==> config.mk <==
export PLATFORM = sky130hd
export DESIGN_NAME = lt24_pic_streamer
export DESIGN_NICKNAME = d
export VERILOG_FILES = /design/src/rtl/lt24_pkg.sv /design/src/rtl/lt24_pic_streamer_if.sv /design/src/rtl/lt24_bus_writer.sv /design/src/rtl/lt24_pic_streamer.sv
export SDC_FILE = /design/constraint.sdc
export NUM_CORES = 1
export LEC_CHECK = 0
export CORE_MARGIN = 2
export CORE_UTILIZATION = 52
export CTS_BUF_LIST = sky130_fd_sc_hd__clkbuf_16
export DETAILED_ROUTE_END_ITERATION = 10
export PLACE_DENSITY_LB_ADDON = 0.12
export SLEW_MARGIN = 30
export SYNTH_ARGS = -nofsm -noshare
export SYNTH_HDL_FRONTEND = slang
export SYNTH_SLANG_ARGS = --single-unit
export TNS_END_PERCENT = 100
==> constraint.sdc <==
create_clock -name clk -period 2.65 [get_ports clk]
set_input_delay 0.53 -clock clk [delete_from_list [all_inputs] [get_ports clk]]
set_output_delay 0.53 -clock clk [all_outputs]
set_load 0.005 [all_outputs]
==> src/rtl/lt24_pkg.sv <==
// rtl/lt24_pkg.sv - shared opcodes, sprite geometry, limits and state enums for the LT24 sprite streamer
package lt24_pkg;
    localparam logic [7:0]  OP_CASET = 8'h2A;
    localparam logic [7:0]  OP_PASET = 8'h2B;
    localparam logic [7:0]  OP_RAMWR = 8'h2C;
    localparam int          SPRITE_W = 64;
    localparam int          SPRITE_H = 64;
    localparam logic [8:0]  X_MAX    = 9'd176;
    localparam logic [8:0]  Y_MAX    = 9'd256;
    localparam logic [11:0] PIX_LAST = 12'd4095;

    typedef enum logic [2:0] {
        ST_IDLE, ST_CASET, ST_PASET, ST_RAMWR, ST_PIXELS, ST_FINISH
    } pic_state_t;

    typedef enum logic [1:0] {
        WR_IDLE, WR_SETUP, WR_LOW, WR_HIGH
    } wr_state_t;

    // Window parameter byte: idx 1..4 = start hi, start lo, end hi, end lo
    function automatic logic [15:0] window_byte(input logic [2:0] idx, input logic [8:0] origin,
                                                input int span);
        logic [15:0] s;
        logic [15:0] e;
        s = {7'd0, origin};
        e = s + 16'(span - 1);
        case (idx)
            3'd1:    window_byte = {8'd0, s[15:8]};
            3'd2:    window_byte = {8'd0, s[7:0]};
            3'd3:    window_byte = {8'd0, e[15:8]};
            default: window_byte = {8'd0, e[7:0]};
        endcase
    endfunction
endpackage

==> src/rtl/lt24_pic_streamer_if.sv <==
// rtl/lt24_pic_streamer_if.sv - req/ack handshake between the streamer sequencer and the 8080 bus writer
interface lt24_pic_streamer_if;
    logic        req;
    logic        req_rs;
    logic [15:0] req_data;
    logic        ready;
    logic        ack;
    logic        low_start;

    modport master (output req, req_rs, req_data, input ready, ack, low_start);
    modport slave  (input req, req_rs, req_data, output ready, ack, low_start);
endinterface

==> src/rtl/lt24_bus_writer.sv <==
// rtl/lt24_bus_writer.sv - one 8080 write cycle per accepted request: SETUP, LOW, HIGH
module lt24_bus_writer
    import lt24_pkg::*;
#(
    parameter int WR_LOW_CYC  = 2,
    parameter int WR_HIGH_CYC = 2
) (
    input  logic              clk,
    input  logic              reset_n,
    lt24_pic_streamer_if.slave hs,
    output logic              lcd_rs,
    output logic [15:0]       lcd_data,
    output logic              lcd_wr_n
);
    localparam logic [3:0] LOW_LOAD  = 4'(WR_LOW_CYC - 1);
    localparam logic [3:0] HIGH_LOAD = 4'(WR_HIGH_CYC - 1);

    wr_state_t  state, state_nxt;
    logic [3:0] cnt, cnt_nxt;
    logic       take;

    // The last HIGH cycle doubles as an idle slot so back-to-back writes have no gap
    assign hs.ack       = (state == WR_HIGH) && (cnt == 4'd0);
    assign hs.ready     = (state == WR_IDLE) || hs.ack;
    assign hs.low_start = (state == WR_LOW) && (cnt == LOW_LOAD);
    assign take         = hs.req && hs.ready;
    assign lcd_wr_n     = (state != WR_LOW);

    always_comb begin
        state_nxt = state;
        cnt_nxt   = cnt;
        case (state)
            WR_IDLE: begin
                if (take) state_nxt = WR_SETUP;
            end
            WR_SETUP: begin
                state_nxt = WR_LOW;
                cnt_nxt   = LOW_LOAD;
            end
            WR_LOW: begin
                if (cnt == 4'd0) begin
                    state_nxt = WR_HIGH;
                    cnt_nxt   = HIGH_LOAD;
                end else begin
                    cnt_nxt = cnt - 4'd1;
                end
            end
            WR_HIGH: begin
                if (cnt == 4'd0) state_nxt = take ? WR_SETUP : WR_IDLE;
                else             cnt_nxt   = cnt - 4'd1;
            end
            default: state_nxt = WR_IDLE;
        endcase
    end

    always_ff @(posedge clk or negedge reset_n) begin
        if (!reset_n) begin
            state    <= WR_IDLE;
            cnt      <= 4'd0;
            lcd_rs   <= 1'b0;
            lcd_data <= 16'd0;
        end else begin
            state <= state_nxt;
            cnt   <= cnt_nxt;
            if (take) begin
                lcd_rs   <= hs.req_rs;
                lcd_data <= hs.req_data;
            end
        end
    end
endmodule

==> src/rtl/lt24_pic_streamer.sv <==
// rtl/lt24_pic_streamer.sv - streams one 64x64 sprite from pic_mem to the LT24 over an 8080 write bus
module lt24_pic_streamer
    import lt24_pkg::*;
#(
    parameter int WR_LOW_CYC  = 2,
    parameter int WR_HIGH_CYC = 2
) (
    input  logic        clk,
    input  logic        reset_n,
    input  logic        start,
    input  logic [8:0]  x_pos,
    input  logic [8:0]  y_pos,
    output logic        busy,
    output logic        done,
    output logic        err,
    output logic [11:0] mem_address,
    output logic        mem_chipselect,
    output logic        mem_clken,
    output logic        mem_write,
    output logic [15:0] mem_writedata,
    output logic [1:0]  mem_byteenable,
    input  logic [15:0] mem_readdata,
    output logic        lcd_cs_n,
    output logic        lcd_rs,
    output logic        lcd_rd_n,
    output logic        lcd_wr_n,
    output logic [15:0] lcd_data,
    output logic        lcd_own
);
    lt24_pic_streamer_if hs ();

    pic_state_t  state, state_nxt;
    logic [2:0]  sub, sub_nxt;
    logic [11:0] pix_cnt, pix_cnt_nxt;
    logic        all_sent, all_sent_nxt;
    logic [8:0]  x_q, y_q;
    logic        rd_pending;
    logic [15:0] pix_hold, pix_word;
    logic        take, in_range, start_ok, start_bad;

    assign in_range  = (x_pos <= X_MAX) && (y_pos <= Y_MAX);
    assign start_ok  = start && (state == ST_IDLE) && in_range;
    assign start_bad = start && (state == ST_IDLE) && !in_range;
    assign take      = hs.req && hs.ready;

    // Bypass covers WR_LOW_CYC=WR_HIGH_CYC=1, where read data lands in the accepting cycle
    assign pix_word = rd_pending ? mem_readdata : pix_hold;

    // pix_cnt already points at the pixel after the one being written
    assign mem_chipselect = (state == ST_PIXELS) && hs.low_start && !all_sent;
    assign mem_clken      = mem_chipselect;
    assign mem_address    = pix_cnt;
    assign mem_write      = 1'b0;
    assign mem_writedata  = 16'd0;
    assign mem_byteenable = 2'b11;
    assign lcd_rd_n       = 1'b1;
    assign lcd_own        = busy;
    assign lcd_cs_n       = !busy;

    always_comb begin
        state_nxt    = state;
        sub_nxt      = sub;
        pix_cnt_nxt  = pix_cnt;
        all_sent_nxt = all_sent;
        hs.req       = 1'b0;
        hs.req_rs    = 1'b1;
        hs.req_data  = 16'd0;
        busy         = 1'b0;
        done         = 1'b0;
        case (state)
            ST_IDLE: begin
                if (start_ok) begin
                    state_nxt    = ST_CASET;
                    sub_nxt      = 3'd0;
                    pix_cnt_nxt  = 12'd0;
                    all_sent_nxt = 1'b0;
                end
            end
            ST_CASET, ST_PASET: begin
                busy      = 1'b1;
                hs.req    = 1'b1;
                hs.req_rs = (sub != 3'd0);
                if (sub == 3'd0)
                    hs.req_data = {8'd0, ((state == ST_CASET) ? OP_CASET : OP_PASET)};
                else if (state == ST_CASET)
                    hs.req_data = window_byte(sub, x_q, SPRITE_W);
                else
                    hs.req_data = window_byte(sub, y_q, SPRITE_H);
                if (take) begin
                    if (sub == 3'd4) begin
                        sub_nxt   = 3'd0;
                        state_nxt = (state == ST_CASET) ? ST_PASET : ST_RAMWR;
                    end else begin
                        sub_nxt = sub + 3'd1;
                    end
                end
            end
            ST_RAMWR: begin
                busy        = 1'b1;
                hs.req      = 1'b1;
                hs.req_rs   = 1'b0;
                hs.req_data = {8'd0, OP_RAMWR};
                if (take) state_nxt = ST_PIXELS;
            end
            ST_PIXELS: begin
                busy        = 1'b1;
                hs.req      = !all_sent;
                hs.req_data = pix_word;
                if (take) begin
                    if (pix_cnt == PIX_LAST) all_sent_nxt = 1'b1;
                    else                     pix_cnt_nxt  = pix_cnt + 12'd1;
                end
                if (all_sent && hs.ack) state_nxt = ST_FINISH;
            end
            ST_FINISH: begin
                done      = 1'b1;
                state_nxt = ST_IDLE;
            end
            default: state_nxt = ST_IDLE;
        endcase
    end

    always_ff @(posedge clk or negedge reset_n) begin
        if (!reset_n) begin
            state      <= ST_IDLE;
            sub        <= 3'd0;
            pix_cnt    <= 12'd0;
            all_sent   <= 1'b0;
            x_q        <= 9'd0;
            y_q        <= 9'd0;
            err        <= 1'b0;
            rd_pending <= 1'b0;
            pix_hold   <= 16'd0;
        end else begin
            state      <= state_nxt;
            sub        <= sub_nxt;
            pix_cnt    <= pix_cnt_nxt;
            all_sent   <= all_sent_nxt;
            err        <= start_bad;
            rd_pending <= mem_chipselect;
            if (start_ok) begin
                x_q <= x_pos;
                y_q <= y_pos;
            end
            if (rd_pending) pix_hold <= mem_readdata;
        end
    end

    lt24_bus_writer #(
        .WR_LOW_CYC (WR_LOW_CYC),
        .WR_HIGH_CYC(WR_HIGH_CYC)
    ) u_writer (
        .clk     (clk),
        .reset_n (reset_n),
        .hs      (hs),
        .lcd_rs  (lcd_rs),
        .lcd_data(lcd_data),
        .lcd_wr_n(lcd_wr_n)
    );
endmodule

==> impl_metrics.env <==
export IMPL_outcome="completed"
export IMPL_max_slew_margin_rel_pct=45.7
export IMPL_num_vias=4022
export IMPL_cp_max_fo=5
export IMPL_rrSetupSlack_ns=0.31
export IMPL_yosys_warnings=0
export IMPL_core_um2=8590
export IMPL_start_kind="flip-flop"
export IMPL_hold_ws_ns=0.141
export IMPL_use_met3_pct=4.03
export IMPL_chipHeight_um=97.6
export IMPL_top_usage_layer="met2"
export IMPL_crit_type="reg2out"
export IMPL_ios=94
export IMPL_track_usage_pct=23.8
export IMPL_start_util_pct=53.0
export IMPL_syn_to_final_growth_pct=25.8
export IMPL_final_common_cell="nand2_1"
export IMPL_cts_setup_buffers=0
export IMPL_drv_cap=0
export IMPL_grt_pass1_wl_mm=18.6
export IMPL_clkSinkCount=78
export IMPL_synth_edff_count=0
export IMPL_cellPowerDensity_nw_per_um2=458
export IMPL_clock_fmax_ghz=0.414
export IMPL_netlist_area_leader_share_pct=42.8
export IMPL_die_x_um=97.6
export IMPL_grt_pass1_vias=3739
export IMPL_endpoint_kind="output pin"
export IMPL_cts_tree="yes"
export IMPL_met2_usage_pct=36.4
export IMPL_hold_path_class="in2async"
export IMPL_setup_violations_final=0
export IMPL_antenna_cells=0
export IMPL_fin_nets=634
export IMPL_portBuffers=73
export IMPL_ys_ff_latch=78
export IMPL_drt_total_wl_mm=11.1
export IMPL_syn_area_um2=4560
export IMPL_dieArea_um2=9530
export IMPL_yosysTopAreaCell="dfrtp_1"
export IMPL_async_reset_ff_share_pct=100
export IMPL_rsz0062_at_grt="no"
export IMPL_finalHoldViolations=0
export IMPL_yosysSeqAreaShare_pct=42.8
export IMPL_drive_gt1_share_pct=11.8
export IMPL_synth_ff_type="dfrtp_1"
export IMPL_hpwl_mm=8.14
export IMPL_synth_cells=505
export IMPL_nFillCells=756
export IMPL_total_leakage_power_nw=2.56
export IMPL_routedWlPerCell_um=15.9
export IMPL_ant_nets=0
export IMPL_period_needed_ns=2.42
export IMPL_grt_max_degree=45
export IMPL_final_cell_mix="nand2_1 (86), dfrtp_1 (78), clkdlybuf4s50_1 (72), nor2_1 (33), a21oi_1 (28)"
export IMPL_worstMarginPinSlew_ns=0.812
export IMPL_clockBufferDepth=2
export IMPL_numCtsBuffers=9
export IMPL_overflow=0
export IMPL_instances_no_fill=695
export IMPL_crit_arrival_ns=1.89
export IMPL_antenna_found_initial=0
export IMPL_drc_errors=0
export IMPL_root_buffer="clkbuf_16"
export IMPL_gp_congestion=0.907
export IMPL_slew_violations=0
export IMPL_use_met1_pct=34.2
export IMPL_skew_ns=0.00647
export IMPL_rows=34
export IMPL_initialDrtViolationCount=270
export IMPL_netlist_top_cells_area="dfrtp_1 (43%), nand2_1 (7.1%), ha_1 (4.1%)"
export IMPL_dr_pass1_iters=5
export IMPL_fin_crit_sh_pct=91.3
export IMPL_via_per_inst=5.79
export IMPL_worst_ep_required_time_ns=2.12
export IMPL_ir_drop_v=0.000322
export IMPL_dp_cells=679
export IMPL_clock_latency_ns=0.34
export IMPL_avgSynthCellArea_um2=9.02
export IMPL_yosysUniqueCellTypes=65
export IMPL_h_tree_depth=3
export IMPL_clk_pin_slew_ns=0.06
==> per-layer routing <==
metal | vias to the layer above | share of wire (%) | wire, um
met5 | - | 0 | 0
li1 | 1920 | - | -
met3 | 19 | 5.7 | 633
met1 | 1917 | 46 | 5120
met4 | 0 | 1.9 | 211
met2 | 166 | 46 | 5110
==> report_power, final <==
group | internal (mW) | total, mW | switching [mW]
registers | 1.19 | 1.19 | 0
clock network | 0.828 | 1.34 | 0.513
logic | 0.0516 | 0.0968 | 0.0452
==> Yosys cell counts (4+ instances only) <==
cell type and number:
xnor2_1 11, mux2_2 16, a31oi_1 12, a211oi_1 4
xor2_1 4, nand2_1 86, or3_1 4, nor3_1 13
o21ai_0 23, buf_4 24, buf_2 8, nand4_1 7
and2_1 6, nor4_1 10, nor2_1 33, nor3b_1 4
clkbuf_1 13, dfrtp_1 78, nor2b_1 5, a21oi_1 28
ha_1 15, inv_1 17, nand3_1 16
==> area by class of cell <==
cell class	count	area (um^2)	area share, %
Multi-Input combinational cell	381	2340	40.8
Timing Repair Buffer	95	918	16.0
Tap cell	108	135	2.36
Clock buffer	9	225	3.93
Clock inverter	7	97.6	1.70
Inverter	17	63.8	1.11
Sequential cell	78	1950	34.0
==> metrics by stage <==
stage	total power [mW]	util (%)	setup TNS, ns	setup WS, ns	cell area [um^2]
finish	2.63	66.7	0	0.232	5730
detailed placement	1.31	62.9	-2.52	-0.0980	5410
CTS	2.65	66.7	0	0.0762	5730
global placement	1.31	62.9	-0.898	-0.0431	5410
global route	2.71	66.7	0	0.0717	5730
floorplan	1.25	-	0	0.435	4620
==> cells by family (layout without fill, tap and decap cells) <==
| kind of cell | Yosys count | after routing | synth area share [%] |
|---|---|---|---|
| AO/OA/AOI/OAI | 112 | 112 | 16.9 |
| AND/OR/NAND/NOR | 199 | 199 | 20.8 |
| flip-flops | 78 | 78 | 42.8 |
| adder cells (fa/ha/maj) | 16 | 16 | 4.34 |
| other | 2 | 20 | 0.165 |
| buffers and inverters | 64 | 128 | 7.47 |
| multiplexers | 19 | 19 | 4.61 |
| XOR/XNOR | 15 | 15 | 2.88 |
==> state kept, by name (all words and copies together) (netlist names), 2 cells and up <==
name and flops:
mem_address 12, pix_hold 16, state 3, sub 3, u_writer.cnt 4, u_writer.lcd_data 16
u_writer.state 2, x_q 9, y_q 9
==> path summary, 6_finish.rpt <==
kind                       cells past startpoint             startpoint               endpoint
min reg2reg                                    2  u_writer.lcd_data[13]  u_writer.lcd_data[13]
max reg2reg                                    7      u_writer.state[1]   u_writer.lcd_data[7]
max                                            5      u_writer.state[0]              mem_clken
min                                            1                reset_n  u_writer.lcd_data[10]
min in group clk                               2  u_writer.lcd_data[13]  u_writer.lcd_data[13]
max in group asynchronous                      2                reset_n                 y_q[5]
==> critical path, cell delays in order, from the launching register on <==
cell	delay (ns)
dfrtp_1	0.38
inv_1	0.15
ha_1	0.19
nand3_1	0.10
nor3_2	0.20
clkdlybuf4s50_1	0.54
==> what timing repair did <==
item | in CTS | in global routing
endpoints found under the setup margin | 0 | 2
resized for setup | 0 | 1
hold buffers | 0 | 0
No activity file was read; power rests on OpenSTA's default activity.
